==> config.mk <==
export PLATFORM = sky130hd
export DESIGN_NAME = simple_bus_mem_slave_flat
export DESIGN_NICKNAME = d
export VERILOG_FILES = /design/src/rtl/simple_bus_pkg.sv /design/src/rtl/simple_bus_mem_slave_if.sv /design/src/rtl/simple_bus_mem_array.sv /design/src/rtl/simple_bus_mem_slave.sv /design/src/flat_wrapper.sv
export SDC_FILE = /design/constraint.sdc
export NUM_CORES = 2
export LEC_CHECK = 0
export ABC_AREA = 1
export CORE_UTILIZATION = 55
export CTS_BUF_LIST = sky130_fd_sc_hd__clkbuf_8
export CTS_CLUSTER_DIAMETER = 40
export CTS_CLUSTER_SIZE = 25
export DETAILED_ROUTE_END_ITERATION = 8
export PLACE_DENSITY_LB_ADDON = 0.2
export SLEW_MARGIN = 15
export SYNTH_ARGS = -nofsm -noshare
export SYNTH_HDL_FRONTEND = slang
export SYNTH_HIERARCHICAL = 1
export SYNTH_SLANG_ARGS = --single-unit
export TNS_END_PERCENT = 10
==> constraint.sdc <==
create_clock -name clk -period 4.55 [get_ports clk]
set_clock_uncertainty 0.1 [all_clocks]
set_input_delay 0.455 -clock clk [delete_from_list [all_inputs] [get_ports clk]]
set_output_delay 0.455 -clock clk [all_outputs]
set_load 0.03 [all_outputs]
==> src/rtl/simple_bus_pkg.sv <==
// simple_bus_pkg: shared types and helpers for the simple_bus memory slave.
//   bus_mode_e    - transfer mode encoding carried on the bus 'mode' lines
//   slave_state_e - slave sequencing states
//   is_burst()    - mode selects a multi-beat transfer
//   is_write()    - mode selects a write transfer
package simple_bus_pkg;

  typedef enum logic [1:0] {
    MODE_READ     = 2'b00,
    MODE_WRITE    = 2'b01,
    MODE_RD_BURST = 2'b10,
    MODE_WR_BURST = 2'b11
  } bus_mode_e;

  typedef enum logic [1:0] {
    IDLE,
    GRANT,
    WAIT,
    BEAT
  } slave_state_e;

  function automatic logic is_burst(input bus_mode_e mode);
    return mode[1];
  endfunction

  function automatic logic is_write(input bus_mode_e mode);
    return mode[0];
  endfunction

endpackage

==> src/rtl/simple_bus_mem_slave_if.sv <==
// simple_bus_mem_slave_if: simple_bus handshake bundle.
//   req/start/mode/addr/wdata : master -> slave
//   gnt/rdata/rdy             : slave -> master
//   err                       : slave -> master, only when
//                               SIMPLE_BUS_MEM_SLAVE_ERR_EN is defined
interface simple_bus_mem_slave_if #(
  parameter int AW = 8,
  parameter int DW = 8
);
  logic          req;
  logic          gnt;
  logic          start;
  logic [1:0]    mode;
  logic [AW-1:0] addr;
  logic [DW-1:0] wdata;
  logic [DW-1:0] rdata;
  logic          rdy;
`ifdef SIMPLE_BUS_MEM_SLAVE_ERR_EN
  logic          err;

  modport master (output req, start, mode, addr, wdata,
                  input  gnt, rdata, rdy, err);
  modport slave  (input  req, start, mode, addr, wdata,
                  output gnt, rdata, rdy, err);
`else
  modport master (output req, start, mode, addr, wdata,
                  input  gnt, rdata, rdy);
  modport slave  (input  req, start, mode, addr, wdata,
                  output gnt, rdata, rdy);
`endif
endinterface

==> src/rtl/simple_bus_mem_array.sv <==
// simple_bus_mem_array: DEPTH x DW storage, no reset.
//   clk         : clock
//   we/waddr/wdata : synchronous write port
//   re/raddr/rdata : registered read port, rdata holds when re=0
// Callers keep addresses below DEPTH; only the low index bits are used.
module simple_bus_mem_array #(
  parameter int AW    = 8,
  parameter int DW    = 8,
  parameter int DEPTH = 256
) (
  input  logic          clk,
  input  logic          we,
  input  logic [AW-1:0] waddr,
  input  logic [DW-1:0] wdata,
  input  logic          re,
  input  logic [AW-1:0] raddr,
  output logic [DW-1:0] rdata
);

  localparam int IW = (DEPTH > 1) ? $clog2(DEPTH) : 1;

  logic [DW-1:0] mem [DEPTH];

  always_ff @(posedge clk) begin
    if (we) mem[waddr[IW-1:0]] <= wdata;
    if (re) rdata <= mem[raddr[IW-1:0]];
  end

endmodule

==> src/rtl/simple_bus_mem_slave.sv <==
// simple_bus_mem_slave: RAM target on the simple_bus slave modport with
// configurable wait states and wrapping multi-beat bursts.
//   clk : bus clock
//   rst : asynchronous active-high reset
//   bus : simple_bus_mem_slave_if.slave (req/gnt/start/mode/addr/wdata/rdata/rdy[/err])
// Optional: SIMPLE_BUS_MEM_SLAVE_ERR_EN adds bus.err, flagged with rdy on
// every beat whose address is >= DEPTH.
//
// state | meaning
// IDLE  | bus not granted, waiting for req
// GRANT | gnt high, waiting for start (or req drop)
// WAIT  | wait-state countdown before a beat
// BEAT  | rdy high for one cycle, data transferred at cur_addr
module simple_bus_mem_slave
  import simple_bus_pkg::*;
#(
  parameter int AW          = 8,
  parameter int DW          = 8,
  parameter int DEPTH       = 256,
  parameter int WAIT_STATES = 0,
  parameter int BURST_LEN   = 4
) (
  input  logic                   clk,
  input  logic                   rst,
  simple_bus_mem_slave_if.slave  bus
);

  localparam logic [AW:0] DEPTH_W = (AW+1)'(DEPTH);
  localparam logic [3:0]  WS_W    = 4'(WAIT_STATES);
  localparam logic [4:0]  BL_W    = 5'(BURST_LEN);
  localparam bit          NO_WAIT = (WAIT_STATES == 0);

  slave_state_e  state_q, state_d;
  bus_mode_e     mode_q, mode_d;
  logic [AW-1:0] addr_q, addr_d;
  logic [4:0]    beats_q, beats_d;
  logic [3:0]    wait_q, wait_d;
  logic          rd_ok_q;

  logic          mem_we, mem_re;
  logic [DW-1:0] mem_rdata;

  function automatic logic in_range(input logic [AW-1:0] a);
    return {1'b0, a} < DEPTH_W;
  endfunction

  always_ff @(posedge clk or posedge rst) begin
    if (rst) begin
      state_q <= IDLE;
      mode_q  <= MODE_READ;
      addr_q  <= '0;
      beats_q <= '0;
      wait_q  <= '0;
    end else begin
      state_q <= state_d;
      mode_q  <= mode_d;
      addr_q  <= addr_d;
      beats_q <= beats_d;
      wait_q  <= wait_d;
    end
  end

  // The wait counter enters WAIT holding WAIT_STATES and reaches zero on the
  // edge into BEAT, so WAIT lasts exactly WAIT_STATES cycles; with no wait
  // states WAIT is skipped altogether.
  always_comb begin
    state_d = state_q;
    mode_d  = mode_q;
    addr_d  = addr_q;
    beats_d = beats_q;
    wait_d  = wait_q;
    unique case (state_q)
      IDLE: begin
        if (bus.req) state_d = GRANT;
      end
      GRANT: begin
        if (bus.start) begin
          mode_d  = bus_mode_e'(bus.mode);
          addr_d  = bus.addr;
          beats_d = is_burst(mode_d) ? BL_W : 5'd1;
          wait_d  = WS_W;
          state_d = NO_WAIT ? BEAT : WAIT;
        end else if (!bus.req) begin
          state_d = IDLE;
        end
      end
      WAIT: begin
        wait_d = wait_q - 4'd1;
        if (wait_q == 4'd1) state_d = BEAT;
      end
      BEAT: begin
        if (beats_q != 5'd1) begin
          beats_d = beats_q - 5'd1;
          addr_d  = addr_q + AW'(1);
          wait_d  = WS_W;
          state_d = NO_WAIT ? BEAT : WAIT;
        end else begin
          beats_d = '0;
          state_d = bus.req ? GRANT : IDLE;
        end
      end
      default: state_d = IDLE;
    endcase
  end

  // The read is launched on the edge into BEAT so the registered array output
  // is valid while rdy is high.
  assign mem_we = (state_q == BEAT) && is_write(mode_q) && in_range(addr_q);
  assign mem_re = (state_d == BEAT) && !is_write(mode_d) && in_range(addr_d);

  // Remembers whether the last read beat hit real storage; out-of-range reads
  // and reset both present zero without needing to reset the array.
  always_ff @(posedge clk or posedge rst) begin
    if (rst) begin
      rd_ok_q <= 1'b0;
    end else if ((state_d == BEAT) && !is_write(mode_d)) begin
      rd_ok_q <= in_range(addr_d);
    end
  end

  simple_bus_mem_array #(
    .AW    (AW),
    .DW    (DW),
    .DEPTH (DEPTH)
  ) u_mem (
    .clk   (clk),
    .we    (mem_we),
    .waddr (addr_q),
    .wdata (bus.wdata),
    .re    (mem_re),
    .raddr (addr_d),
    .rdata (mem_rdata)
  );

  assign bus.gnt   = (state_q != IDLE);
  assign bus.rdy   = (state_q == BEAT);
  assign bus.rdata = rd_ok_q ? mem_rdata : '0;

`ifdef SIMPLE_BUS_MEM_SLAVE_ERR_EN
  assign bus.err = (state_q == BEAT) && !in_range(addr_q);
`endif

endmodule

==> src/flat_wrapper.sv <==
// flat-port wrapper written by rule: the top's interface ports become plain ports
module simple_bus_mem_slave_flat import simple_bus_pkg::*;
#(
  parameter int AW          = 8,
  parameter int DW          = 8,
  parameter int DEPTH       = 256,
  parameter int WAIT_STATES = 0,
  parameter int BURST_LEN   = 4
)
  (clk, rst, bus_req, bus_start, bus_mode, bus_addr, bus_wdata, bus_gnt, bus_rdata, bus_rdy);
  simple_bus_mem_slave_if #(.AW(AW), .DW(DW)) bus_i ();
  input  logic clk;
  input  logic rst;
  input wire logic [$bits(bus_i.req)-1:0] bus_req;
  input wire logic [$bits(bus_i.start)-1:0] bus_start;
  input wire logic [$bits(bus_i.mode)-1:0] bus_mode;
  input wire logic [$bits(bus_i.addr)-1:0] bus_addr;
  input wire logic [$bits(bus_i.wdata)-1:0] bus_wdata;
  output wire logic [$bits(bus_i.gnt)-1:0] bus_gnt;
  output wire logic [$bits(bus_i.rdata)-1:0] bus_rdata;
  output wire logic [$bits(bus_i.rdy)-1:0] bus_rdy;
  assign bus_i.req = bus_req;
  assign bus_i.start = bus_start;
  assign bus_i.mode = bus_mode;
  assign bus_i.addr = bus_addr;
  assign bus_i.wdata = bus_wdata;
  assign bus_gnt = bus_i.gnt;
  assign bus_rdata = bus_i.rdata;
  assign bus_rdy = bus_i.rdy;
  simple_bus_mem_slave #(.AW(AW), .DW(DW), .DEPTH(DEPTH), .WAIT_STATES(WAIT_STATES), .BURST_LEN(BURST_LEN)) u_core (.clk(clk), .rst(rst), .bus(bus_i));
endmodule
==> flow_metrics.py <==
metrics = {
    "timing": {
        "slew_viol_final": 0,
        "rsz0062_at_grt": "false",
        "tns_ns": 0,
        "fin_hold_ws_ns": 0.261,
        "worst_pin_slew_ns": 1.28,
        "slew_headroom_pct": 14.6,
        "period_needed_ns": 4.23,
        "finalHoldViolCount": 0,
        "finalSetupViolCount": 0,
        "max_freq_mhz": 236,
        "period_share_pct": 93.0,
    },
    "global_route": {
        "overflow": 0,
        "antenna_found_initial": 6,
        "grt_pass1_wl_mm": 341,
        "grt_max_degree": 179,
        "grt_usage_pct": 29.3,
        "grt_pass1_vias": 53333,
    },
    "floorplan": {
        "fp-row-count": 143,
        "dieArea_um2": 156000,
        "pin_count": 32,
        "die_h_um": 395,
        "initial_core_util_pct": 55.6,
        "coreArea_um2": 153000,
        "die_w_um": 395,
    },
    "synthesis": {
        "avgSynthCellArea_um2": 11.8,
        "synth.distinct_cells": 34,
        "yosysWarnings": 6,
        "netlist_area_um2": 84900,
        "ys_ff_latch": 2077,
        "synth_nets": 7230,
        "ys_seq_area_share_pct": 73.4,
        "syn_inst": 7203,
    },
    "clocking": {
        "post_cts_buffers": 0,
        "clkTransAtPathRegs_ns": 0.08,
        "numCtsBuffers": 236,
        "holdBufCountCts": 12,
        "clockBufferDepth": 3,
        "worstSkewPairLatency_ns": 1.01,
        "cts-root-buf": "clkbuf_8",
        "cts_tree": "yes",
        "clkSinkCount": 2077,
        "htreeDepth": 4,
        "post_cts_resized": 0,
    },
    "route": {
        "drtIter0Drc": 7613,
        "wl_per_cell_um": 24.5,
        "dr_wl_met3_mm": 21.5,
        "top_layer_used": "met4",
        "vias": 56424,
        "wl_met1_mm": 92.4,
        "routed_wl_mm": 230,
        "met2_length_mm": 108,
        "detail_route.vias_per_cell": 5.99,
        "drc": 1,
        "ant_nets": 0,
        "firstDrtPassIters": 9,
    },
    "placed_design": {
        "place_area_um2": 87600,
        "place.gp.congestion": 0.893,
        "place_inst": 8948,
        "port_buffers": 31,
        "hpwl_mm": 132,
    },
    "critical_path": {
        "path_cells": "inv_1 -> ha_1 -> inv_1 -> nor2_1 -> nand2_2 -> a21oi_1 -> o21ai_1 -> o211ai_1 -> buf_12 -> buf_4 -> nand2_1 -> nand3_1 -> nand3_1 -> nand3_1 -> nand3_1 -> nand3_1 -> nand3_1 -> nand2_1 -> nand2_1 -> nand2_1",
        "worst_path_largest_cell_delay_ns": 0.58,
        "cp_common_cell": "nand3_1",
        "arrival_ns": 5.00,
        "slowest_stage": "buf_4",
        "critPathRequiredTime_ns": 5.32,
        "critical_path_class": "reg2reg",
        "critical_path.max_fanout": 62,
        "crit_family": "simple AND/OR/NAND/NOR gates",
        "crit_buf_inv": 4,
        "endpoint_kind": "flop",
        "crit_path_start_kind": "flop",
    },
    "cells_and_area": {
        "area_growth_pct": 9.89,
        "multiInputGateArea_um2": 19900,
        "layout_common_cells": "nand2_1 (2,168), edfxtp_1 (2,056), nand3_1 (2,034)",
        "final_common_cell": "nand2_1",
        "finish.utilization_pct": 61.1,
        "drive_gt1_share_pct": 8.24,
        "final_nets": 7195,
        "final_cells": 9414,
        "regArea_um2": 62300,
        "fill_cells": 11837,
        "finalInstanceArea_um2": 93300,
    },
    "hold_path": {
        "hp-class": "in2reg",
    },
    "power_and_ir_drop": {
        "p_leak_nw": 32.5,
        "power_density_nw_per_um2": 743,
        "ir_worst_vdd_uv": 1070,
    },
    "status": {
        "status": "finished with violations",
        "violations": "DRC",
    },
    "job": {
        "drv_cap": 0,
    },
}
per-layer routing:
layer  global-route usage, %  vias up
met1                    41.8    27692
met4                    11.2        0
li1                        -    25484
met3                    4.83      428
met5                       0        -
met2                    45.6     2820
layout make-up:
type	count	share of cell area, %
Antenna cell	4	0.0107
Clock buffer	237	3.50
Inverter	76	0.342
Multi-Input combinational cell	4563	21.3
Timing Repair Buffer	214	2.86
Clock inverter	213	2.49
Sequential cell	2077	66.8
Tap cell	2030	2.72
logic make-up after synthesis:
group | count (synthesis) | synth area share [%]
buf+inv | 563 | 3.25
flops | 2077 | 73.4
fa+ha+maj | 5 | 0.0737
xor+xnor | 4 | 0.0413
simple gates | 4516 | 23.0
compound gates | 38 | 0.255
worst paths after layout:
| kind | start | endpoint | slack, ns | cells past startpoint |
|---|---|---|---|---|
| max in group asynchronous | rst | u_core/addr_q[1] | 3.27 | 3 |
| min in group asynchronous | rst | u_core/state_q[0] | 0.47 | 3 |
| max reg2reg | u_core/beats_q[1] | u_core/u_mem/rdata[7] | 0.32 | 20 |
| min | bus_start | u_core/beats_q[4] | 0.26 | 5 |
| max | u_core/beats_q[1] | u_core/u_mem/rdata[7] | 0.32 | 20 |
| min reg2reg | u_core/mode_q[0] | u_core/mode_q[0] | 0.46 | 2 |
flip-flops by register name, indices dropped and copies added (netlist names):
signal	cells
u_core/state_q	2
u_core/u_mem/rdata	8
u_core/addr_q	8
u_core/wait_q	4
u_core/u_mem/mem	2048
u_core/rd_ok_q	1
u_core/mode_q	1
u_core/beats_q	5
worst register-to-register path: stages, from the launching register on:
cell and delay (ns):
dfrtp_1 0.38, inv_1 0.10, ha_1 0.14, inv_1 0.03, nor2_1 0.10, nand2_2 0.23, a21oi_1 0.20, o21ai_1 0.08
o211ai_1 0.23, buf_12 0.24, buf_4 0.58, nand2_1 0.18, nand3_1 0.13, nand3_1 0.18, nand3_1 0.15, nand3_1 0.29
nand3_1 0.28, nand3_1 0.17, nand2_1 0.11, nand2_1 0.15, nand2_1 0.09
where the power goes:
part / switching [W] / total [W] / internal (W) / leakage (nW)
registers: 0.000179 / 0.0214 / 0.0213 / 18.7
logic: 0.0237 / 0.0334 / 0.00965 / 10.9
clock network: 0.00748 / 0.0145 / 0.00699 / 2.83
through the flow:
stage                     setup slack, ns  power [W]
after detailed placement            0.256     0.0546
after floorplan                      1.70     0.0430
after CTS                           0.397     0.0690
final                               0.317     0.0693
after global placement              0.257     0.0544
after global routing               0.0980     0.0727
Yosys cell counts:
library cell	n	share of area (%)
buf_6	16	0.21
buf_4	46	0.41
buf_2	271	1.6
dfrtp_1	21	0.62
nand3b_1	1	0.0088
nand3_1	2034	12
o21ai_1	12	0.071
ha_1	5	0.074
buf_8	1	0.018
or2_2	1	0.0074
a22oi_1	1	0.0088
nand3_2	2	0.024
inv_1	68	0.30
o221ai_1	1	0.010
nor2_1	299	1.3
nand2_1	2169	9.6
a21oi_1	13	0.077
edfxtp_1	2056	73
inv_4	1	0.0074
nand2_2	6	0.044
nand4_1	2	0.015
o21bai_1	1	0.0088
o211ai_1	3	0.027
nor2_4	1	0.013
o22ai_1	5	0.037
xor2_1	3	0.031
clkbuf_1	113	0.50
xnor2_1	1	0.010
clkinv_1	1	0.0044
buf_1	40	0.18
a21oi_2	1	0.010
nor3_1	1	0.0059
o21ai_0	1	0.0059
inv_2	6	0.027
Power figures use the tool's default switching activity.
